[src/rtl/cpu_pkg.sv]
// Shared opcodes, instruction field positions, FSM states and status codes for cpu_core.
package cpu_pkg;

  localparam int OP_MSB  = 31;
  localparam int OP_LSB  = 26;
  localparam int RD_MSB  = 25;
  localparam int RD_LSB  = 23;
  localparam int RS1_MSB = 22;
  localparam int RS1_LSB = 20;
  localparam int RS2_MSB = 19;
  localparam int RS2_LSB = 17;
  localparam int IMM_MSB = 15;
  localparam int IMM_LSB = 0;

  localparam logic [5:0] OP_ADD   = 6'h00;
  localparam logic [5:0] OP_SUB   = 6'h01;
  localparam logic [5:0] OP_AND   = 6'h02;
  localparam logic [5:0] OP_OR    = 6'h03;
  localparam logic [5:0] OP_XOR   = 6'h04;
  localparam logic [5:0] OP_SHL   = 6'h05;
  localparam logic [5:0] OP_SHR   = 6'h06;
  localparam logic [5:0] OP_ADDI  = 6'h08;
  localparam logic [5:0] OP_MOVI  = 6'h09;
  localparam logic [5:0] OP_MOVHI = 6'h0A;
  localparam logic [5:0] OP_LD    = 6'h10;
  localparam logic [5:0] OP_ST    = 6'h11;
  localparam logic [5:0] OP_B     = 6'h18;
  localparam logic [5:0] OP_BZ    = 6'h19;
  localparam logic [5:0] OP_BNZ   = 6'h1A;
  localparam logic [5:0] OP_NOP   = 6'h32;
  localparam logic [5:0] OP_HALT  = 6'h33;

  typedef enum logic [2:0] {
    FETCH  = 3'd0,
    EXEC   = 3'd1,
    MEM    = 3'd2,
    HALTED = 3'd3,
    ERROR  = 3'd4
  } state_t;

  localparam logic [1:0] ERR_RUN   = 2'b00;
  localparam logic [1:0] ERR_HALT  = 2'b01;
  localparam logic [1:0] ERR_FAULT = 2'b10;

  function automatic logic [31:0] sext16(input logic [15:0] v);
    return {{16{v[15]}}, v};
  endfunction

endpackage

[src/rtl/cpu_alu.sv]
// Purpose: 32-bit ALU for register ops, ADDI and load/store address generation.
// Latency: purely combinational. Backpressure: none, result follows inputs.
module cpu_alu
  import cpu_pkg::*;
(
  input  logic [5:0]  op,
  input  logic [31:0] a,
  input  logic [31:0] b,
  output logic [31:0] result
);

  always_comb begin
    result = a + b;
    case (op)
      OP_SUB:  result = a - b;
      OP_AND:  result = a & b;
      OP_OR:   result = a | b;
      OP_XOR:  result = a ^ b;
      OP_SHL:  result = a << b[4:0];
      OP_SHR:  result = a >> b[4:0];
      default: result = a + b;
    endcase
  end

endmodule

[src/rtl/cpu_core.sv]
// Purpose: multi-cycle 32-bit Harvard CPU, FETCH->EXEC(->MEM); CPU_ALIGN_CHECK_EN traps unaligned LD/ST.
// Latency: 2 cycles per instruction, 3 for LD/ST. Backpressure: clk_en=0 freezes all state and outputs.
module cpu_core
  import cpu_pkg::*;
#(
  parameter logic [31:0] RESET_PC = 32'h0000_0000,
  parameter int          NUM_REGS = 8
) (
  input  logic        clk,
  input  logic        reset,
  input  logic        clk_en,
  output logic [31:0] instruction_memory_a,
  output logic        instruction_memory_en,
  input  logic [31:0] instruction_memory_v,
  output logic [31:0] data_memory_a,
  output logic        data_memory_read,
  output logic        data_memory_write,
  input  logic [31:0] data_memory_in_v,
  output logic [31:0] data_memory_out_v,
  output logic [1:0]  error_indicator
);

  state_t      state, state_nxt;
  logic [31:0] pc, pc_nxt;
  logic [31:0] ir;
  logic [31:0] regs [NUM_REGS];

  logic [5:0]  op;
  logic [2:0]  rd, rs1, rs2;
  logic [15:0] imm;
  logic [31:0] sext, rs1_val, rs2_val, rd_val, alu_b, alu_res, br_tgt;
  logic        wr_en;
  logic [31:0] wr_val;
  logic        unused_ir_bit;

  assign op            = ir[OP_MSB:OP_LSB];
  assign rd            = ir[RD_MSB:RD_LSB];
  assign rs1           = ir[RS1_MSB:RS1_LSB];
  assign rs2           = ir[RS2_MSB:RS2_LSB];
  assign imm           = ir[IMM_MSB:IMM_LSB];
  assign unused_ir_bit = ir[16];
  assign sext          = sext16(imm);
  assign rs1_val       = regs[rs1];
  assign rs2_val       = regs[rs2];
  assign rd_val        = regs[rd];
  assign br_tgt        = pc + 32'd4 + {sext[29:0], 2'b00};

  // The ALU also produces the LD/ST effective address; ir is stable through MEM.
  assign alu_b = (op == OP_ADDI || op == OP_LD || op == OP_ST) ? sext : rs2_val;

  cpu_alu u_alu (
    .op     (op),
    .a      (rs1_val),
    .b      (alu_b),
    .result (alu_res)
  );

  always_comb begin
    state_nxt             = state;
    pc_nxt                = pc;
    wr_en                 = 1'b0;
    wr_val                = '0;
    instruction_memory_en = 1'b0;
    instruction_memory_a  = '0;
    data_memory_a         = '0;
    data_memory_read      = 1'b0;
    data_memory_write     = 1'b0;
    data_memory_out_v     = '0;
    error_indicator       = ERR_RUN;
    case (state)
      FETCH: begin
        instruction_memory_en = 1'b1;
        instruction_memory_a  = pc;
        state_nxt             = EXEC;
      end
      EXEC: begin
        pc_nxt    = pc + 32'd4;
        state_nxt = FETCH;
        case (op)
          OP_ADD, OP_SUB, OP_AND, OP_OR, OP_XOR, OP_SHL, OP_SHR, OP_ADDI: begin
            wr_en  = 1'b1;
            wr_val = alu_res;
          end
          OP_MOVI: begin
            wr_en  = 1'b1;
            wr_val = {16'h0000, imm};
          end
          OP_MOVHI: begin
            wr_en  = 1'b1;
            wr_val = {imm, rd_val[15:0]};
          end
          OP_LD, OP_ST: begin
`ifdef CPU_ALIGN_CHECK_EN
            state_nxt = (alu_res[1:0] != 2'b00) ? ERROR : MEM;
`else
            state_nxt = MEM;
`endif
          end
          OP_B:    pc_nxt = br_tgt;
          OP_BZ:   if (rs1_val == 32'd0) pc_nxt = br_tgt;
          OP_BNZ:  if (rs1_val != 32'd0) pc_nxt = br_tgt;
          OP_NOP:  ;
          OP_HALT: state_nxt = HALTED;
          default: state_nxt = ERROR;
        endcase
      end
      MEM: begin
        data_memory_a = alu_res;
        state_nxt     = FETCH;
        if (op == OP_LD) begin
          data_memory_read = 1'b1;
          wr_en            = 1'b1;
          wr_val           = data_memory_in_v;
        end else begin
          data_memory_write = 1'b1;
          data_memory_out_v = rd_val;
        end
      end
      HALTED:  error_indicator = ERR_HALT;
      ERROR:   error_indicator = ERR_FAULT;
      default: state_nxt = FETCH;
    endcase
    // Keep the memory side quiet while reset is held, even though state already reads FETCH.
    if (reset) begin
      instruction_memory_en = 1'b0;
      instruction_memory_a  = '0;
      data_memory_a         = '0;
      data_memory_read      = 1'b0;
      data_memory_write     = 1'b0;
      data_memory_out_v     = '0;
      error_indicator       = ERR_RUN;
    end
  end

  always_ff @(posedge clk) begin
    if (reset) begin
      state <= FETCH;
      pc    <= RESET_PC;
      ir    <= '0;
      for (int i = 0; i < NUM_REGS; i++) regs[i] <= '0;
    end else if (clk_en) begin
      state <= state_nxt;
      pc    <= pc_nxt;
      if (state == FETCH) ir <= instruction_memory_v;
      if (wr_en) regs[rd] <= wr_val;
    end
  end

endmodule

[config.mk]
export PLATFORM = sky130hd
export DESIGN_NAME = cpu_core
export DESIGN_NICKNAME = d
export VERILOG_FILES = /design/src/rtl/cpu_pkg.sv /design/src/rtl/cpu_alu.sv /design/src/rtl/cpu_core.sv
export SDC_FILE = /design/constraint.sdc
export NUM_CORES = 1
export LEC_CHECK = 0
export ABC_CLOCK_PERIOD_IN_PS = 8800
export CAP_MARGIN = 25
export CORE_MARGIN = 2
export CORE_UTILIZATION = 46
export DETAILED_ROUTE_END_ITERATION = 10
export PLACE_DENSITY = 0.64
export SYNTH_ARGS = -nofsm -noshare
export SYNTH_HDL_FRONTEND = slang
export SYNTH_HIERARCHICAL = 1
export SYNTH_SLANG_ARGS = --single-unit
[constraint.sdc]
create_clock -name clk -period 8.8 [get_ports clk]
set_clock_uncertainty 0.2 [all_clocks]
set_input_delay 1.76 -clock clk [delete_from_list [all_inputs] [get_ports clk]]
set_output_delay 1.76 -clock clk [all_outputs]
set_load 0.005 [all_outputs]
==> out/metrics.yaml, run 1 <==
run_status:
  status: "finished, final reports clean"
clock_network:
  h-tree-depth: 2
  cts_buffers: 38
  cts_tree: "yes"
  clockBufferDepth: 3
  cts_num_sinks: 329
  cts_root_buf: "clkbuf_16"
  path_clk_slew_ns: 0.06
  clk_latency_ns: 0.58
logic_synthesis:
  yosysWarnings: 6
  synthCells: 2930
  synthDistinctLibCells: 90
  syn_area_mm2: 0.0286
  synth_area_leader_cell: "edfxtp_1"
  syn_area_per_cell_um2: 9.75
  async_reset_ff_share_pct: 0
  yosysSeqAreaShare_pct: 32.0
  ys_ff_latch: 329
  synth.area.top_cells: "edfxtp_1, mux4_2, nor2_1"
  synth_edf_count: 256
  synth_ff_type: "edfxtp_1"
  synth_top_area_share_pct: 26.9
floorplanning:
  die_height_um: 253
  die_x_um: 253
  core-area_mm2: 0.0616
  die-area_mm2: 0.0641
  rows: 91
  start_util_pct: 46.4
  io_pins: 168
place:
  pre_cts_ws_ns: 0.653
  port_buffers: 164
  gp_congestion: 0.977
  dp_hpwl_um: 77400
  dp_cells: 3852
  place_area_mm2: 0.0316
worst_setup_path:
  r2r_slack_ns: 1.89
  arrival_ns: 6.64
  worstSetupEndpointType: "output pin"
  cp-start-kind: "flip-flop"
  critical_path_class: "reg2out"
  crit_fanout: 9
  worstPathRequired_ns: 6.84
timing:
  period_needed_ns: 8.60
  setup_ws_ns: 0.196
  final-hold-violation-count: 0
  tightest_slew_ns: 1.05
  fin_crit_sh_pct: 97.8
  relSlewSlack_pct: 29.6
  fmax_mhz: 116
  setup_viol: 0
  slew_viol_final: 0
  tns_ns: 0
finish:
  area_delta_synth_final_pct: 15.7
  ff_latch_area_mm2: 0.00917
  utilization_pct: 53.7
  drive_gt1_share_pct: 17.6
  multi_input_area_mm2: 0.0184
  nets: 3260
  fill_cells: 5436
  instances_no_fill: 3926
  final_area_mm2: 0.0330
drt:
  vias: 25700
  via_per_inst: 6.55
  first_iter_violations: 3513
  wl_um: 107000
  drc: 0
  drtAntennaViolNets: 0
  drtPass1Iterations: 6
  avgRoutedWirePerCell_um: 27.3
grt:
  grt_pass1_wl_um: 158000
  antenna_found_initial: 2
  grt.total_usage_pct: 33.2
  grt_overflow: 0
  grt_pass1_vias: 25000
  grt_max_degree: 81
hold_path:
  hold_class: "reg2reg"
  hold_start: "ir[19]"
pwr:
  peakVddDrop_v: 0.000151
  power.density_mw_per_mm2: 187
  p_leak_nw: 11.9
flow_run:
  drv_cap: 0
## sequential cells by signal (all words and copies together) (netlist names), named ones only
| name | cells |
|---|---|
| regs | 256 |
| ir | 31 |
| pc | 30 |
| state | 3 |
## layout make-up
| class | instances | share of cell area (%) |
|---|---|---|
| inverters | 93 | 1.06 |
| diodes | 1 | 0.00757 |
| flip-flops and latches | 329 | 27.7 |
| multi-input cells | 2293 | 55.6 |
| well taps | 837 | 3.17 |
| clock buffers | 47 | 3.20 |
| repair buffers | 304 | 8.33 |
| clock inverters | 22 | 0.890 |
## per-layer routing
| layer | vias up | GRT usage [%] | routed length [µm] |
|---|---|---|---|
| met5 | - | 0 | 0 |
| met4 | 0 | 14.0 | 4920 |
| met3 | 284 | 6.78 | 11400 |
| met2 | 1516 | 53.4 | 50300 |
| met1 | 12700 | 43.6 | 40700 |
| li1 | 11200 | - | - |
## cells by family after synthesis
kind of cell | share of synthesized area, %
and+or+nand+nor | 17.1
AOI/OAI and AO/OA | 13.7
muxes | 24.0
DFF | 32.0
buffers and inverters | 4.41
adders and majority gates | 5.92
xor gates and xnor gates | 2.85
other | 0.0131
## worst paths after layout
check	cells past startpoint	end
setup / recovery	22	data_memory_a[27]
setup reg to reg	26	regs[7][25]
hold reg to reg	2	flip-flop
hold / removal	2	flip-flop
## cell usage in the layout, fill, tap and decap left out, types with 23 or more instances in the layout
cell type          n
mux4_2           246
a21oi_1          199
a211oi_1          32
nor2_1           511
mux2i_1          103
clkdlybuf4s50_1  163
and2_1            67
buf_4            134
a21o_1            25
xor2_1            23
dfxtp_1           64
edfxtp_1         256
o21ai_0          101
ha_1             132
and3_1            34
inv_1             91
clkbuf_16         40
a221oi_1          38
nand2_1          266
xnor2_1           70
nor3_1            39
nand3_1           38
## synthesized netlist by cell type (all sizes together) (11+ instances only)
cell type,n
mux4,246
o211ai,11
a21oi,209
xor2,23
buf,60
clkbuf,156
nand4,12
edfxtp,256
nand3,38
nor4,25
nor3,45
mux2,22
nor2,514
o221ai,11
xnor2,70
ha,132
inv,92
a21o,25
nand2b,29
a31oi,12
and2,68
a22oi,20
a211oi,32
dfxtp,73
a222oi,16
and3,35
o21ai,107
a221oi,40
mux2i,108
o21a,19
nand2,269
nor2b,21
## through the flow
stage               hold slack (ns)  power, mW
CTS                           0.255       6.10
detailed placement            0.249       4.40
global placement              0.238       4.37
global route                  0.259       6.42
floorplan                     0.236       3.50
finish                        0.248       6.18
## where the power goes
| group | internal, mW | leakage [nW] | switching, mW | total (mW) |
|---|---|---|---|---|
| clock | 1.04 | 0.653 | 0.674 | 1.71 |
| combinational | 1.03 | 8.04 | 1.64 | 2.67 |
| sequential | 1.73 | 3.25 | 0.0709 | 1.80 |
| total | 3.80 | 11.9 | 2.38 | 6.18 |
## critical path, cell delays in order, from the launching register on
cell and delay [ns]:
dfxtp_4 0.47, buf_4 0.25, mux4_2 0.53, mux2i_2 0.29, a21oi_1 0.21, nor3_1 0.25, nand3_1 0.16, nor3b_1 0.26
buf_4 0.20, a31oi_1 0.11, xnor2_1 0.47, ha_1 0.33, a21oi_1 0.11, a21boi_1 0.20, o21ai_0 0.12, buf_4 0.15
nand2b_1 0.08, o21bai_1 0.12, a2111oi_2 0.56, nor3_1 0.12, o31ai_2 0.39, and2_1 0.19, clkdlybuf4s50_1 0.49
## timing repair
item	in CTS	in global routing
setup buffers	0	4
pin swaps	0	1
hold buffers	0	0
resized for setup	1	17
endpoints found under the setup margin	1	3
Power figures use the tool's default switching activity.
==> run 2, diff against run 1 <==
MAX_ROUTING_LAYER = met4   (was unset)
==> out/metrics.yaml, run 2 (synthesis results as in run 1) <==
drt:
  wl_um: 110000
  drtAntennaViolNets: 0
  vias: 25900
  avgRoutedWirePerCell_um: 27.9
  drc: 0
  via_per_inst: 6.58
  drtPass1Iterations: 8
  first_iter_violations: 3500
clock_network:
  h-tree-depth: 2
  cts_root_buf: "clkbuf_16"
  cts_buffers: 38
  cts_tree: "yes"
  clockBufferDepth: 3
  clk_latency_ns: 0.58
  path_clk_slew_ns: 0.06
  cts_num_sinks: 329
timing:
  slew_viol_final: 0
  tightest_slew_ns: 1.11
  tns_ns: 0
  relSlewSlack_pct: 25.0
  fin_crit_sh_pct: 97.7
  period_needed_ns: 8.60
  hold_slack_ns: 0.252
  final-hold-violation-count: 0
  grt_setup_unrepaired: "yes"
  fmax_mhz: 116
  setup_ws_ns: 0.205
  setup_viol: 0
worst_setup_path:
  cp-start-kind: "flip-flop"
  slowest_delay_ns: 0.60
  cpLargestDelayFamily: "simple AND/OR/NAND/NOR gates"
  arrival_ns: 6.64
  cpMostUsedCell: "buf_4"
  slowest_stage: "or4_1"
  path_cells: "buf_4 > mux4_2 > mux2i_1 > a21oi_1 > or4_1 > nor2_2 > and4_1 > nand2_1 > o21ai_0 > xnor2_1 > ha_1 > buf_4 > nand4_1 > nor3_1 > o211ai_1 > buf_4 > a31oi_1 > xnor2_1 > o221ai_2 > and2_2 > clkdlybuf4s50_1"
  critical_path_class: "reg2out"
  worstSetupEndpointType: "output pin"
  worstPathRequired_ns: 6.84
  path_buf_inv: 4
  crit_fanout: 6
pwr:
  power.density_mw_per_mm2: 187
  p_int_mw: 3.78
  switching_share_pct: 38.9
  peakVddDrop_v: 0.000144
  p_comb_share_pct: 43.8
  clock_power_share_pct: 27.0
  p_leak_nw: 12.0
  power.total_mw: 6.18
  power_frac_seq_pct: 29.3
  p_sw_mw: 2.41
finish:
  final_cell_mix: "nor2_1, nand2_1, edfxtp_1"
  nets: 3273
  fill_cells: 5478
  instances_no_fill: 3939
  top_regs: "regs (256), ir (31), pc (30)"
  final_area_mm2: 0.0331
  drive_gt1_share_pct: 17.9
  area_delta_synth_final_pct: 15.8
  utilization_pct: 53.7
  largest_reg_flops: 256
  mostFrequentLayoutCell: "nor2_1"
  largest-register: "regs"
place:
  place_area_mm2: 0.0317
  port_buffers: 164
  dp_hpwl_um: 79100
  gp_congestion: 0.997
  pre_cts_ws_ns: 0.553
  dp_cells: 3865
hold_path:
  hold_start: "ir[17]"
  hold_class: "reg2reg"
floorplanning:
  core-area_mm2: 0.0616
  die-area_mm2: 0.0641
  rows: 91
  start_util_pct: 46.4
  die_height_um: 253
  io_pins: 168
  die_x_um: 253
flow_run:
  drv_cap: 0
run_status:
  status: "finished, final reports clean"
grt:
  grt_overflow: 0
  grt_pass1_vias: 25000
  grt_pass1_wl_um: 161000
  grt.total_usage_pct: 34.8
  antenna_found_initial: 2
  grt_max_degree: 81
[run 2: power groups by stage]
stage,Combinational [mW],Clock (mW),Sequential [mW]
after floorplan,1.69,0,1.80
after CTS,2.61,1.68,1.81
after global routing,2.86,1.74,1.82
final,2.71,1.67,1.81
after global placement,2.57,0,1.84
after detailed placement,2.59,0,1.84
[run 2: area by class of cell]
cell class	count	area (µm²)	share of cell area [%]
Multi-Input combinational cell	2294	18400	55.6
Sequential cell	329	9170	27.7
Timing Repair Buffer	316	2800	8.47
Clock buffer	48	1080	3.26
Tap cell	837	1050	3.17
Inverter	93	349	1.06
Clock inverter	21	235	0.711
Antenna cell	1	2.50	0.00756
[run 2: worst register-to-register path: stages, from the launching register on]
cell      delay [ns]
dfxtp_4         0.43
buf_4           0.22
mux4_2          0.51
mux2i_1         0.31
a21oi_1         0.22
or4_1           0.60
nor2_2          0.18
and4_1          0.25
nand2_2         0.09
o31ai_1         0.31
buf_4           0.17
xnor2_1         0.13
ha_1            0.31
buf_4           0.18
a21oi_2         0.21
o21bai_1        0.09
a21oi_1         0.25
nand2_1         0.10
a31o_4          0.23
a41oi_2         0.25
mux2i_1         0.21
o21ai_1         0.11
a22oi_1         0.22
nor2_1          0.07
a21oi_1         0.68
nor2_1          0.10
[run 2: repair_timing]
item,4_1_cts,5_1_grt
pin swaps,0,1
gates cloned,0,1
buffers inserted,3,0
setup endpoints to repair,2,14
hold buffers,0,0
hold endpoints to repair,0,0
resized for setup,0,18
[run 2: path summary, 6_finish.rpt]
check	cells past startpoint	to	slack, ns
hold reg to reg	2	flip-flop	0.25
hold / removal	2	flip-flop	0.25
setup reg to reg	25	regs[4][30]	1.91
setup / recovery	21	data_memory_a[31]	0.20
[run 2: routing by layer]
layer	part of all wire (%)	global-route usage (%)
met5	0	-
met4	4.4	13.7
met3	9.8	6.24
met2	46	54.2
met1	39	45.1
